## src/rtl/ctrl_fsm.sv

```systemverilog
// ============================================================================
//  Module   : ctrl_fsm
//  Brief    : Multi-cycle control unit for the 16-bit CPU. Sequences
//             fetch/decode/execute/memory/writeback for each instruction,
//             handshakes with instruction and data memory, and drives the
//             ALU select, operand muxes and datapath write strobes.
//  Revision : 1.0 - initial release
// ============================================================================
`default_nettype none

module ctrl_fsm #(
  parameter int WORD_SIZE = 16,
  parameter int OP_SIZE   = 4
) (
  input  logic                 clk,
  input  logic                 rst_n,
  input  logic [WORD_SIZE-1:0] ir_in,
  output logic                 imem_req,
  input  logic                 imem_ack,
  output logic                 dmem_req,
  output logic                 dmem_we,
  output logic                 dmem_byte,
  input  logic                 dmem_ack,
  input  logic                 alu_zero_flag,
  output logic [OP_SIZE-1:0]   alu_sel,
  output logic [1:0]           alu_src_b,
  output logic                 ir_we,
  output logic                 pc_we,
  output logic [1:0]           pc_src,
  output logic                 reg_we,
  output logic                 reg_dst,
  output logic                 wb_src,
  output logic                 illegal,
  output logic [2:0]           state_dbg
);

  // --------------------------------------------------------------------------
  // Opcode, ALU and mux encodings
  // --------------------------------------------------------------------------
  localparam logic [OP_SIZE-1:0] c_OP_NOP  = 4'b0000;
  localparam logic [OP_SIZE-1:0] c_OP_LW   = 4'b0001;
  localparam logic [OP_SIZE-1:0] c_OP_LB   = 4'b0010;
  localparam logic [OP_SIZE-1:0] c_OP_SW   = 4'b0011;
  localparam logic [OP_SIZE-1:0] c_OP_SB   = 4'b0100;
  localparam logic [OP_SIZE-1:0] c_OP_AND  = 4'b0101;
  localparam logic [OP_SIZE-1:0] c_OP_SLT  = 4'b1001;
  localparam logic [OP_SIZE-1:0] c_OP_BEQ  = 4'b1010;
  localparam logic [OP_SIZE-1:0] c_OP_JUMP = 4'b1011;
  localparam logic [OP_SIZE-1:0] c_OP_ADDI = 4'b1100;

  localparam logic [OP_SIZE-1:0] c_ALU_IDLE = 4'b0000;
  localparam logic [OP_SIZE-1:0] c_ALU_ADD  = 4'b0111;
  localparam logic [OP_SIZE-1:0] c_ALU_SUB  = 4'b1000;

  localparam logic [1:0] c_SRCB_REG  = 2'd0;
  localparam logic [1:0] c_SRCB_IMM  = 2'd1;
  localparam logic [1:0] c_SRCB_ONE  = 2'd2;

  localparam logic [1:0] c_PC_ALU    = 2'd0;
  localparam logic [1:0] c_PC_BRANCH = 2'd1;
  localparam logic [1:0] c_PC_JUMP   = 2'd2;

  typedef enum logic [2:0] {
    S_IDLE   = 3'd0,
    S_FETCH  = 3'd1,
    S_DECODE = 3'd2,
    S_EXEC   = 3'd3,
    S_MEM    = 3'd4,
    S_WB     = 3'd5
  } state_t;

  state_t             state_q, state_d;
  logic [OP_SIZE-1:0] op_q;

  // --------------------------------------------------------------------------
  // Opcode classification of the latched instruction
  // --------------------------------------------------------------------------
  logic w_is_rtype;
  logic w_is_load;
  logic w_is_store;
  logic w_is_byte;
  logic w_is_mem;
  logic w_is_beq;
  logic w_is_jump;
  logic w_is_addi;
  logic w_is_legal;

  assign w_is_rtype = (op_q >= c_OP_AND) && (op_q <= c_OP_SLT);
  assign w_is_load  = (op_q == c_OP_LW) || (op_q == c_OP_LB);
  assign w_is_store = (op_q == c_OP_SW) || (op_q == c_OP_SB);
  assign w_is_byte  = (op_q == c_OP_LB) || (op_q == c_OP_SB);
  assign w_is_mem   = w_is_load || w_is_store;
  assign w_is_beq   = (op_q == c_OP_BEQ);
  assign w_is_jump  = (op_q == c_OP_JUMP);
  assign w_is_addi  = (op_q == c_OP_ADDI);
  assign w_is_legal = (op_q != c_OP_NOP) && (op_q <= c_OP_ADDI);

  // Only the opcode field is consumed here; operand fields go to the datapath.
  logic w_unused_ir;
  assign w_unused_ir = ^ir_in[WORD_SIZE-OP_SIZE-1:0];

  // Next-state selection; requests are held until the matching ack arrives.
  always_comb begin
    state_d = state_q;
    unique case (state_q)
      S_IDLE:   state_d = S_FETCH;
      S_FETCH:  if (imem_ack) state_d = S_DECODE;
      S_DECODE: begin
        if (w_is_jump || !w_is_legal) state_d = S_FETCH;
        else                          state_d = S_EXEC;
      end
      S_EXEC: begin
        if (w_is_rtype || w_is_addi) state_d = S_WB;
        else if (w_is_mem)           state_d = S_MEM;
        else                         state_d = S_FETCH;
      end
      S_MEM: begin
        if (dmem_ack) state_d = w_is_store ? S_FETCH : S_WB;
      end
      S_WB:     state_d = S_FETCH;
      default:  state_d = S_IDLE;
    endcase
  end

  // State register and opcode latch; the opcode is captured with the IR load.
  always_ff @(posedge clk or negedge rst_n) begin
    if (!rst_n) begin
      state_q <= S_IDLE;
      op_q    <= c_OP_NOP;
    end else begin
      state_q <= state_d;
      if (ir_we) op_q <= ir_in[WORD_SIZE-1 -: OP_SIZE];
    end
  end

  // Control outputs decoded from state and latched opcode; since the state
  // register resets asynchronously, every strobe and request drops with rst_n.
  always_comb begin
    imem_req  = 1'b0;
    dmem_req  = 1'b0;
    dmem_we   = 1'b0;
    dmem_byte = 1'b0;
    alu_sel   = c_ALU_IDLE;
    alu_src_b = c_SRCB_REG;
    ir_we     = 1'b0;
    pc_we     = 1'b0;
    pc_src    = c_PC_ALU;
    reg_we    = 1'b0;
    reg_dst   = 1'b0;
    wb_src    = 1'b0;
    illegal   = 1'b0;
    unique case (state_q)
      S_IDLE: begin
      end
      S_FETCH: begin
        // ALU computes PC+1 while the fetch is outstanding.
        imem_req  = 1'b1;
        alu_sel   = c_ALU_ADD;
        alu_src_b = c_SRCB_ONE;
        ir_we     = imem_ack;
        pc_we     = imem_ack;
        pc_src    = c_PC_ALU;
      end
      S_DECODE: begin
        if (w_is_jump) begin
          pc_we  = 1'b1;
          pc_src = c_PC_JUMP;
        end else if (!w_is_legal) begin
          illegal = 1'b1;
        end
      end
      S_EXEC: begin
        if (w_is_rtype) begin
          alu_sel   = op_q;
          alu_src_b = c_SRCB_REG;
        end else if (w_is_beq) begin
          alu_sel   = c_ALU_SUB;
          alu_src_b = c_SRCB_REG;
          pc_we     = alu_zero_flag;
          pc_src    = c_PC_BRANCH;
        end else if (w_is_addi || w_is_mem) begin
          alu_sel   = c_ALU_ADD;
          alu_src_b = c_SRCB_IMM;
        end
      end
      S_MEM: begin
        // Address computation is held stable for the whole access.
        dmem_req  = 1'b1;
        dmem_we   = w_is_store;
        dmem_byte = w_is_byte;
        alu_sel   = c_ALU_ADD;
        alu_src_b = c_SRCB_IMM;
      end
      S_WB: begin
        reg_we  = 1'b1;
        reg_dst = w_is_rtype;
        wb_src  = w_is_load;
      end
      default: begin
      end
    endcase
  end

  assign state_dbg = state_q;

endmodule

`default_nettype wire

```

## config.mk

```make
export PLATFORM = sky130hd
export DESIGN_NAME = ctrl_fsm
export DESIGN_NICKNAME = d
export VERILOG_FILES = /design/src/rtl/ctrl_fsm.sv
export SDC_FILE = /design/constraint.sdc
export NUM_CORES = 1
export LEC_CHECK = 0
export BUFFER_PORTS_ARGS = -buffer_cell sky130_fd_sc_hd__buf_2
export CAP_MARGIN = 15
export CELL_PAD_IN_SITES_DETAIL_PLACEMENT = 0
export CELL_PAD_IN_SITES_GLOBAL_PLACEMENT = 1
export CORE_ASPECT_RATIO = 0.8
export CORE_MARGIN = 4
export CORE_UTILIZATION = 28
export CTS_CLUSTER_DIAMETER = 40
export DETAILED_ROUTE_END_ITERATION = 12
export PLACE_DENSITY_LB_ADDON = 0.1
export SYNTH_ARGS = -nofsm -noshare
export SYNTH_HDL_FRONTEND = slang
export SYNTH_SLANG_ARGS = --single-unit
```

## constraint.sdc

```tcl
create_clock -name clk -period 1.6 [get_ports clk]
set_input_delay 0.08 -clock clk [delete_from_list [all_inputs] [get_ports clk]]
set_output_delay 0.08 -clock clk [all_outputs]
set_load 0.05 [all_outputs]
```

## Word-level counts from Yosys, hierarchy flattened

Index checks and enable logic that the tools add are counted.

- Flip-flop bits (word level): 7
- Output and inout bits: 21
- Word-level logic and storage cells: 68

- $lt $le $gt $ge: 3
- Equal/unequal tests: 14
- Muxes and demuxes: 34
- Reduce and logical (&&, ||, !) cells: 15

Operators by type and width:

| kind | number |
|---|---|
| 2-to-1 mux 1 bit | 19 |
| 2-to-1 mux 3 bit | 6 |
| case mux 3 bit (5 select lines) | 1 |
| equality test 4 bit (second input constant) | 3 |
| equality test 4 x 2 -> 1 bit (second input constant) | 2 |
| <= comparator 4 bit (second input constant) | 2 |
| 2-to-1 mux 4 bit | 2 |
| case mux 4 bit (2 select lines) | 1 |
| logical OR 1 bit | 7 |
| equality test 3 x 2 -> 1 bit (second input constant) | 2 |
| equality test 3 bit (second input constant) | 2 |
| case mux 2 bit (3 select lines) | 1 |
| equality test 4 x 1 -> 1 bit (second input constant) | 1 |
| equality test 4 x 3 -> 1 bit (second input constant) | 1 |
| greater-or-equal comparator 4 x 3 -> 1 bit (second input constant) | 1 |
| 2-to-1 mux 2 bit | 2 |
| inequality test 2 bit (second input constant) | 2 |
| case mux 2 bit (2 select lines) | 1 |
| nonzero test 4 bit | 1 |
| OR reduction 2 bit | 2 |
| equality test 3 x 1 -> 1 bit (second input constant) | 1 |
| zero test 3 bit | 1 |
| case mux 1 bit (3 select lines) | 1 |
| logical AND 1 bit | 2 |
| other kinds (2) | 2 |

## Longest topological paths before layout

Gate-level depths: netlist of run 1.

- Depth in word-level cells: 8
- Depth in mapped cells: 6
- Mapped depth without buffers: 4

## Worst setup path after synthesis of run 1

Ideal clock, no wire load.

- Path kind: flip-flop to output port
- Start: reg state_q[0] (netlist: state_dbg[0])
- End: out wb_src
- Arrival: 2,540 ps
- Required time: 1,520 ps
- Path slack: -1,020 ps
- Cell stages (with the launch flop): 4
- Cells stage by stage: dfrtp_1 buf_2 nand3b_1 nor4_1

- Longest elaborated chain between the ends: 2

Ends and longest elaborated chain:

| element | RTL line | RTL |
|---|---|---|
| start: declaration | 72 | `state_t state_q, state_d;` |
| start signal: assignment | 131 | `state_q <= state_d;` |
| equality test 3 bit | 152 | `unique case (state_q)` |
| 2-to-1 mux 1 bit | 152 |  |
| end: declaration | 32 | `output logic wb_src,` |

No other way between the ends.

## Final worst setup path of run 1

- Start: reg state_q[1] (netlist: state_dbg[1])
- End: out pc_we

- Longest elaborated chain between the ends: 2

Ends and longest elaborated chain:

| element | RTL line | RTL |
|---|---|---|
| equality test 3 x 2 -> 1 bit / equality test 3 x 1 -> 1 bit (equally long branches) | 152 |  |
| case mux 1 bit (3 select lines) * | 152 |  |
| end: declaration | 28 | `output logic pc_we,` |

Every way passes the cells marked *; elsewhere a longest branch is shown, timed or not.

==> summary.md, run 1 <==
| Metric | Value |
|---|---|
| Final Total Pwr | 3.15 mW |
| Power per standard cell area | 2600 nW/µm² |
| Net switching power | 1.73 mW |
| Global route overflow | 0 |
| Avg Inst Size Synth | 8.43 µm² |
| Number of maximum-capacitance violations | 0 |
| Reg2Reg Launch Point | state_dbg[2]$_DFFE_PN0P_ |
| HPWL after detailed placement | 1.46 mm |
| H-tree depth | 1 |
| Die outline width | 62.9 µm |
| Relative slew slack | 82.2% |
| Length in cells of the worst reg-to-reg path | 5 |
| RD Place Congestion | 0.767 |
| Synth Warn # | 0 |
| Number of nets still failing antenna checks after routing | 0 |
| Leakage power summed over all cells | 0.567 nW |
| Data arrival, critical path | 1.58 ns |
| Setup repair after global routing missed its margin | yes |
| Class of the worst hold path | in -> reg |
| Final count of negative-setup-slack endpoints | 3 |
| Die Footprint | 3260 µm² |
| Antenna violations before repair | 0 |
| Worst Clk Skew | 0.00683 ns |
| Setup slack after layout | -0.0584 ns |
| Outcome | finished with violations |
| Actual transition at the worst max-transition pin | 0.266 ns |
| Startpoint kind of the worst setup timing path | flip-flop |
| GRT Total Usage | 13.5% |
| Root cell of the clock tree | sky130_fd_sc_hd__clkbuf_4 |
| Seq pwr share | 12.0% |
| Crit end category | primary output |
| Share of synthesized area occupied by flip-flops and latches | 26.0% |
| Depth of the worst hold-timing path | 3 |
| Site Rows | 15 |
| Power share of the clock group | 5.2% |
| Largest net degree at the start of global routing | 17 |
| Initial DRC count | 5 |
| Achievable clock frequency | 0.603 GHz |
| Final count of hold timing violations | 0 |
| Antenna diode instance count | 0 |
| Setup slack, reg-to-reg | 0.06 ns |
| Detailed Routing Iterations Pass 1 | 4 |
| Highest ir drop seen on vdd | 0.00102 V |
| Via count of the first global-routing pass | 755 |
| Post-Synthesis Cells | 80 |
| Detailed-route wire length per cell | 13.1 µm |
| Maximum buffer depth of the clock tree | 2 |
| Failing checks | setup timing |
| TritonCTS buffer count | 3 |
| Worst setup slack after placement | 0.0918 ns |
| Distinct cell type count of the synthesized netlist | 37 |
| Final std cells w/o fill | 150 |
| Worst hold endpoint | op_q[2]$_DFFE_PN0P_ |
| Number of cells after detailed placement | 135 |
| Minimum period implied by the final worst setup slack | 1.66 ns |
| Remaining DRCs | 0 |
| Reg2reg end | op_q[0]$_DFFE_PN0P_ |
| Total via count in the routed design | 758 |
| Primary flip-flop cell chosen by synthesis mapping | sky130_fd_sc_hd__dfrtp_1 |
| Count of port buffers added during placement | 29 |
| Multi-input combinational cell area | 577 µm² |
| Endpoint required time on the critical path | 1.52 ns |
| Crit path kind | reg -> out |
| Min-Delay Startpoint | ir_in[14] |
| Proportion of total power due to net switching | 54.7% |
| Vert. Die Dim | 51.9 µm |
| Total wirelength of the detailed-routed design | 1.97 mm |
| Post-synthesis net count | 101 |
| Wire length of the first global-routing pass | 3.44 mm |
| Worst-Skew Late Latency | 0.26 ns |
| Post-synth EDFFs | 0 |
| Most common cell after layout, fill and taps aside | sky130_fd_sc_hd__buf_4 |
| Register bit count reported by yosys | 7 |
| Via/cell ratio | 5.05 |
| Netlist area before placement | 674 µm² |
| Area added between synthesis and finish | 79.8% |
| Nets@finish | 147 |
| Max Slew Vio Count | 0 |
| Setup tns final | -0.143 ns |
| Core ar. | 2210 µm² |
| Largest fanout on the critical path | 7 |
| TritonCTS clock tree | built |
| Internal power of the cells | 1.43 mW |
| Highest-count cells in the layout ignoring fill and taps | sky130_fd_sc_hd__buf_4 (23), sky130_fd_sc_hd__buf_2 (16), sky130_fd_sc_hd__buf_6 (6) |
| Fraction of synthesis flops using an asynchronous set or reset pin | 100% |
| Final cycle utilization of the critical path | 104% |
| Gate power share | 82.8% |
| Total I/O pin count | 42 |
| Share of cells above drive strength 1 | 70.4% |
| Clock Sink Count | 7 |
| Clock slew at reported path FFs | 0.06 ns |
| Sequential cell area | 179 µm² |
| Filler Cell Count | 226 |
| Initial standard-cell utilization of the core | 30.5% |
-- logic make-up after synthesis --
kind of cell | Yosys count | share of synthesized area (%)
AND/OR/NAND/NOR | 28 | 28.8
flip-flops | 7 | 26.0
XOR/XNOR | 4 | 5.20
adder cells (fa/ha/maj) | 1 | 1.48
multiplexers | 3 | 5.01
AO/OA/AOI/OAI | 25 | 23.2
buffers and inverters | 12 | 10.4
-- layer usage --
metal	vias to the layer above	wire length [µm]	global-route usage (%)
li1	374	-	-
met1	357	891	16.9
met2	23	928	21.7
met3	4	116	4.32
met4	0	33	5.49
met5	-	0	0
-- power by group through the flow --
stage	Combinational, mW	Sequential [mW]	Clock [mW]
global placement	2.19	0.382	0
finish	2.61	0.379	0.163
CTS	2.39	0.373	0.170
detailed placement	2.20	0.384	0
floorplan	1.71	0.450	0
global route	2.78	0.396	0.184
-- sequential cells by signal, indices dropped and copies added, names as in the netlist --
signal and cells:
op_q 4, state_dbg 3
-- through the flow --
stage,hold WS [ns],util [%],instance area (µm²)
3_5_place_dp,-0.0774,44.9,993
5_1_grt,0.0531,54.7,1210
6_report,0.0382,54.7,1210
2_1_floorplan,-0.216,-,803
3_3_place_gp,-0.0828,44.9,993
4_1_cts,0.0320,50.0,1110
-- critical path, stage by stage, from the launching register on --
cell and delay [ns]:
sky130_fd_sc_hd__dfrtp_2 0.46, sky130_fd_sc_hd__or3b_4 0.45, sky130_fd_sc_hd__nor3_4 0.15, sky130_fd_sc_hd__a211o_4 0.13, sky130_fd_sc_hd__buf_8 0.13
-- cell type report --
type / count / area share (%)
Timing Repair Buffer: 50 / 32.0
Sequential cell: 7 / 14.8
Clock buffer: 4 / 2.17
Tap cell: 25 / 2.58
Multi-Input combinational cell: 61 / 47.6
Inverter: 3 / 0.929
-- synth_stat cells (2+ instances only) --
library cell	number	area [µm²]
sky130_fd_sc_hd__a21oi_1	9	45.0
sky130_fd_sc_hd__dfrtp_1	7	175
sky130_fd_sc_hd__nor2_1	6	22.5
sky130_fd_sc_hd__o21ai_0	6	30.0
sky130_fd_sc_hd__buf_2	5	25.0
sky130_fd_sc_hd__nand2_1	5	18.8
sky130_fd_sc_hd__inv_1	3	11.3
sky130_fd_sc_hd__mux2_1	3	33.8
sky130_fd_sc_hd__xnor2_1	3	26.3
sky130_fd_sc_hd__buf_6	2	22.5
sky130_fd_sc_hd__nor3_1	2	10.0
sky130_fd_sc_hd__nor3b_2	2	25.0
sky130_fd_sc_hd__nor4_1	2	12.5
sky130_fd_sc_hd__or2_1	2	12.5
-- worst max-delay path by stage --
stage	cells past startpoint	startpoint	end	slack, ns
after global routing	4	state_dbg[1]$_DFFE_PN0P_	pc_we	-0.13
final	4	state_dbg[1]$_DFFE_PN0P_	pc_we	-0.06
after global placement	4	state_dbg[1]$_DFFE_PN0P_	pc_we	0.1
after floorplan	5	state_dbg[0]$_DFFE_PN0P_	op_q[0]$_DFFE_PN0P_	-0.46
after detailed placement	4	state_dbg[1]$_DFFE_PN0P_	pc_we	0.09
after CTS	4	state_dbg[2]$_DFFE_PN0P_	pc_src[0]	-0.08
-- repair_timing --
item                                    CTS  global route
pin swaps                                 1             3
endpoints found under the setup margin   10            14
endpoints found under the hold margin     7             0
hold buffers                              1             0
resized for setup                        16            21
buffers inserted                          4             6
(Power assumes the default switching activity.)
==> inputs of run 2 (changes only) <==
==> constraint.sdc (replaced) <==
create_clock -name clk -period 1.8 [get_ports clk]
set_input_delay 0.09 -clock clk [delete_from_list [all_inputs] [get_ports clk]]
set_output_delay 0.09 -clock clk [all_outputs]
set_load 0.05 [all_outputs]
==> run 2 against run 1 <==
The flow now finishes without violations. Critical path depth did not move. Utilization fell by 10 points. Sequential share of layout area rose by 3.6 points. Largest power group unchanged.
==> summary.md, run 2 (synthesis gave the netlist of run 1 again) <==
| Metric | Value |
|---|---|
| Setup tns final | 0 ns |
| Data arrival, critical path | 1.64 ns |
| Clock Sink Count | 7 |
| Die Footprint | 3260 µm² |
| Max Slew Vio Count | 0 |
| GRT Total Usage | 11.3% |
| Site Rows | 15 |
| Antenna diode instance count | 0 |
| Setup repair after global routing missed its margin | yes |
| Max stage delay cell, worst path | sky130_fd_sc_hd__dfrtp_2 |
| Area added between synthesis and finish | 45.8% |
| H-tree depth | 1 |
| Clock slew at reported path FFs | 0.05 ns |
| TritonCTS buffer count | 3 |
| Relative slew slack | 82.2% |
| Maximum buffer depth of the clock tree | 2 |
| Proportion of total power due to net switching | 59.3% |
| Actual transition at the worst max-transition pin | 0.266 ns |
| Antenna violations before repair | 0 |
| Uppermost metal layer occupied by signal nets | met3 |
| Root cell of the clock tree | sky130_fd_sc_hd__clkbuf_4 |
| Leakage power summed over all cells | 0.485 nW |
| Worst Clk Skew | 0.00109 ns |
| Via count of the first global-routing pass | 659 |
| Peak per-stage delay on the critical path | 0.47 ns |
| Detailed-route wire length per cell | 13.1 µm |
| Final count of hold timing violations | 0 |
| Post-route cell area | 983 µm² |
| Count of port buffers added during placement | 29 |
| Largest register by flop count | op_q |
| Power share of the clock group | 6.0% |
| Met2 wire len | 834 µm |
| Outcome | finished clean |
| Wire length of the first global-routing pass | 2.99 mm |
| Final cycle utilization of the critical path | 96.0% |
| Met3 routed wirelength | 107 µm |
| Class of the worst hold path | in -> reg |
| Seq pwr share | 14.5% |
| Number of maximum-capacitance violations | 0 |
| Global route overflow | 0 |
| Core ar. | 2210 µm² |
| Internal power of the cells | 925 µW |
| Worst-Skew Late Latency | 0.24 ns |
| Largest net degree at the start of global routing | 17 |
| Power per standard cell area | 2310 nW/µm² |
| Crit end category | primary output |
| Crit path kind | reg -> out |
| Final Total Pwr | 2.27 mW |
| Remaining DRCs | 0 |
| Share of cells above drive strength 1 | 52.2% |
| Number of nets still failing antenna checks after routing | 0 |
| Vert. Die Dim | 51.9 µm |
| List of cells traversed by the critical path | nor3b_4 -> and2_2 -> a211o_4 -> buf_6 |
| TritonCTS clock tree | built |
| Instance area after placement | 906 µm² |
| Sum of routed wire segments on met1 | 897 µm |
| Nets@finish | 137 |
| Minimum period implied by the final worst setup slack | 1.73 ns |
| Initial standard-cell utilization of the core | 30.5% |
| RD Place Congestion | 0.685 |
| Total wirelength of the detailed-routed design | 1.84 mm |
| Largest fanout on the critical path | 9 |
| Via/cell ratio | 5.04 |
| HPWL after detailed placement | 1.40 mm |
| Achievable clock frequency | 0.579 GHz |
| Highest-count cells in the layout ignoring fill and taps | sky130_fd_sc_hd__buf_2 (27), sky130_fd_sc_hd__buf_4 (9), sky130_fd_sc_hd__a21oi_1 (7) |
| Net switching power | 1.35 mW |
| Most common cell after layout, fill and taps aside | sky130_fd_sc_hd__buf_2 |
| Die outline width | 62.9 µm |
| Gate power share | 79.6% |
| Total I/O pin count | 42 |
| Endpoint required time on the critical path | 1.71 ns |
| Startpoint kind of the worst setup timing path | flip-flop |
| Initial DRC count | 28 |
| Final count of negative-setup-slack endpoints | 0 |
| Detailed Routing Iterations Pass 1 | 2 |
| Highest ir drop seen on vdd | 0.000649 V |
| Total via count in the routed design | 706 |
| Max reg flops | 4 |
[run 2: final timing paths]
path,from,to,slack [ns],depth (start not counted)
worst max-delay path,state_dbg[0]$_DFFE_PN0P_,pc_we,0.07,4
worst min-delay path,ir_in[14],op_q[2]$_DFFE_PN0P_,0.05,3
worst max register to register,state_dbg[2]$_DFFE_PN0P_,op_q[3]$_DFFE_PN0P_,0.27,4
worst min register to register,state_dbg[0]$_DFFE_PN0P_,state_dbg[0]$_DFFE_PN0P_,0.70,2
max in group asynchronous,rst_n,op_q[3]$_DFFE_PN0P_,1.41,2
min in group asynchronous,rst_n,state_dbg[0]$_DFFE_PN0P_,0.22,2
[run 2: cell type report]
class,instances,area (µm²)
fillers,230,1230
repair buffers,40,244
inverters,3,11.3
well taps,25,31.3
clock buffers,4,26.3
multi-input cells,61,490
flip-flops and latches,7,180
[run 2: per-layer routing]
layer	GRT usage (%)	vias up
li1	-	353
met1	15.2	331
met2	18.2	22
met3	3.89	0
met4	1.10	0
met5	0	-
[run 2: worst max-delay path, delay by kind of cell, from the launching register on]
kind	cells	cell delay (ns)
AO/OA/AOI/OAI	1	0.32
buffers and inverters	1	0.15
flip-flops	1	0.47
AND/OR/NAND/NOR	2	0.45
[run 2: per-stage QoR]
stage	hold slack [ns]	std cells	util, %	worst slack [ns]
CTS	0.0404	138	43.1	0.0000668
detailed placement	-0.0690	132	40.9	0.182
floorplan	-0.206	80	-	-0.274
finish	0.0491	140	44.4	0.0723
global route	0.0486	140	44.4	-0.00697
global placement	-0.0719	132	40.9	0.186
[run 2: power groups by stage]
stage / clock network (mW) / logic, mW / registers, mW
2_1_floorplan: 0 / 1.37 / 0.400
5_1_grt: 0.154 / 1.93 / 0.343
6_report: 0.136 / 1.81 / 0.329
3_5_place_dp: 0 / 1.75 / 0.340
4_1_cts: 0.141 / 1.77 / 0.334
3_3_place_gp: 0 / 1.74 / 0.340
[run 2: timing repair]
action	in CTS	in global routing
cloned	0	0
hold endpoints to repair	7	0
hold buffers	1	0
setup endpoints to repair	1	4
setup buffers	1	2
gates resized for setup	2	4
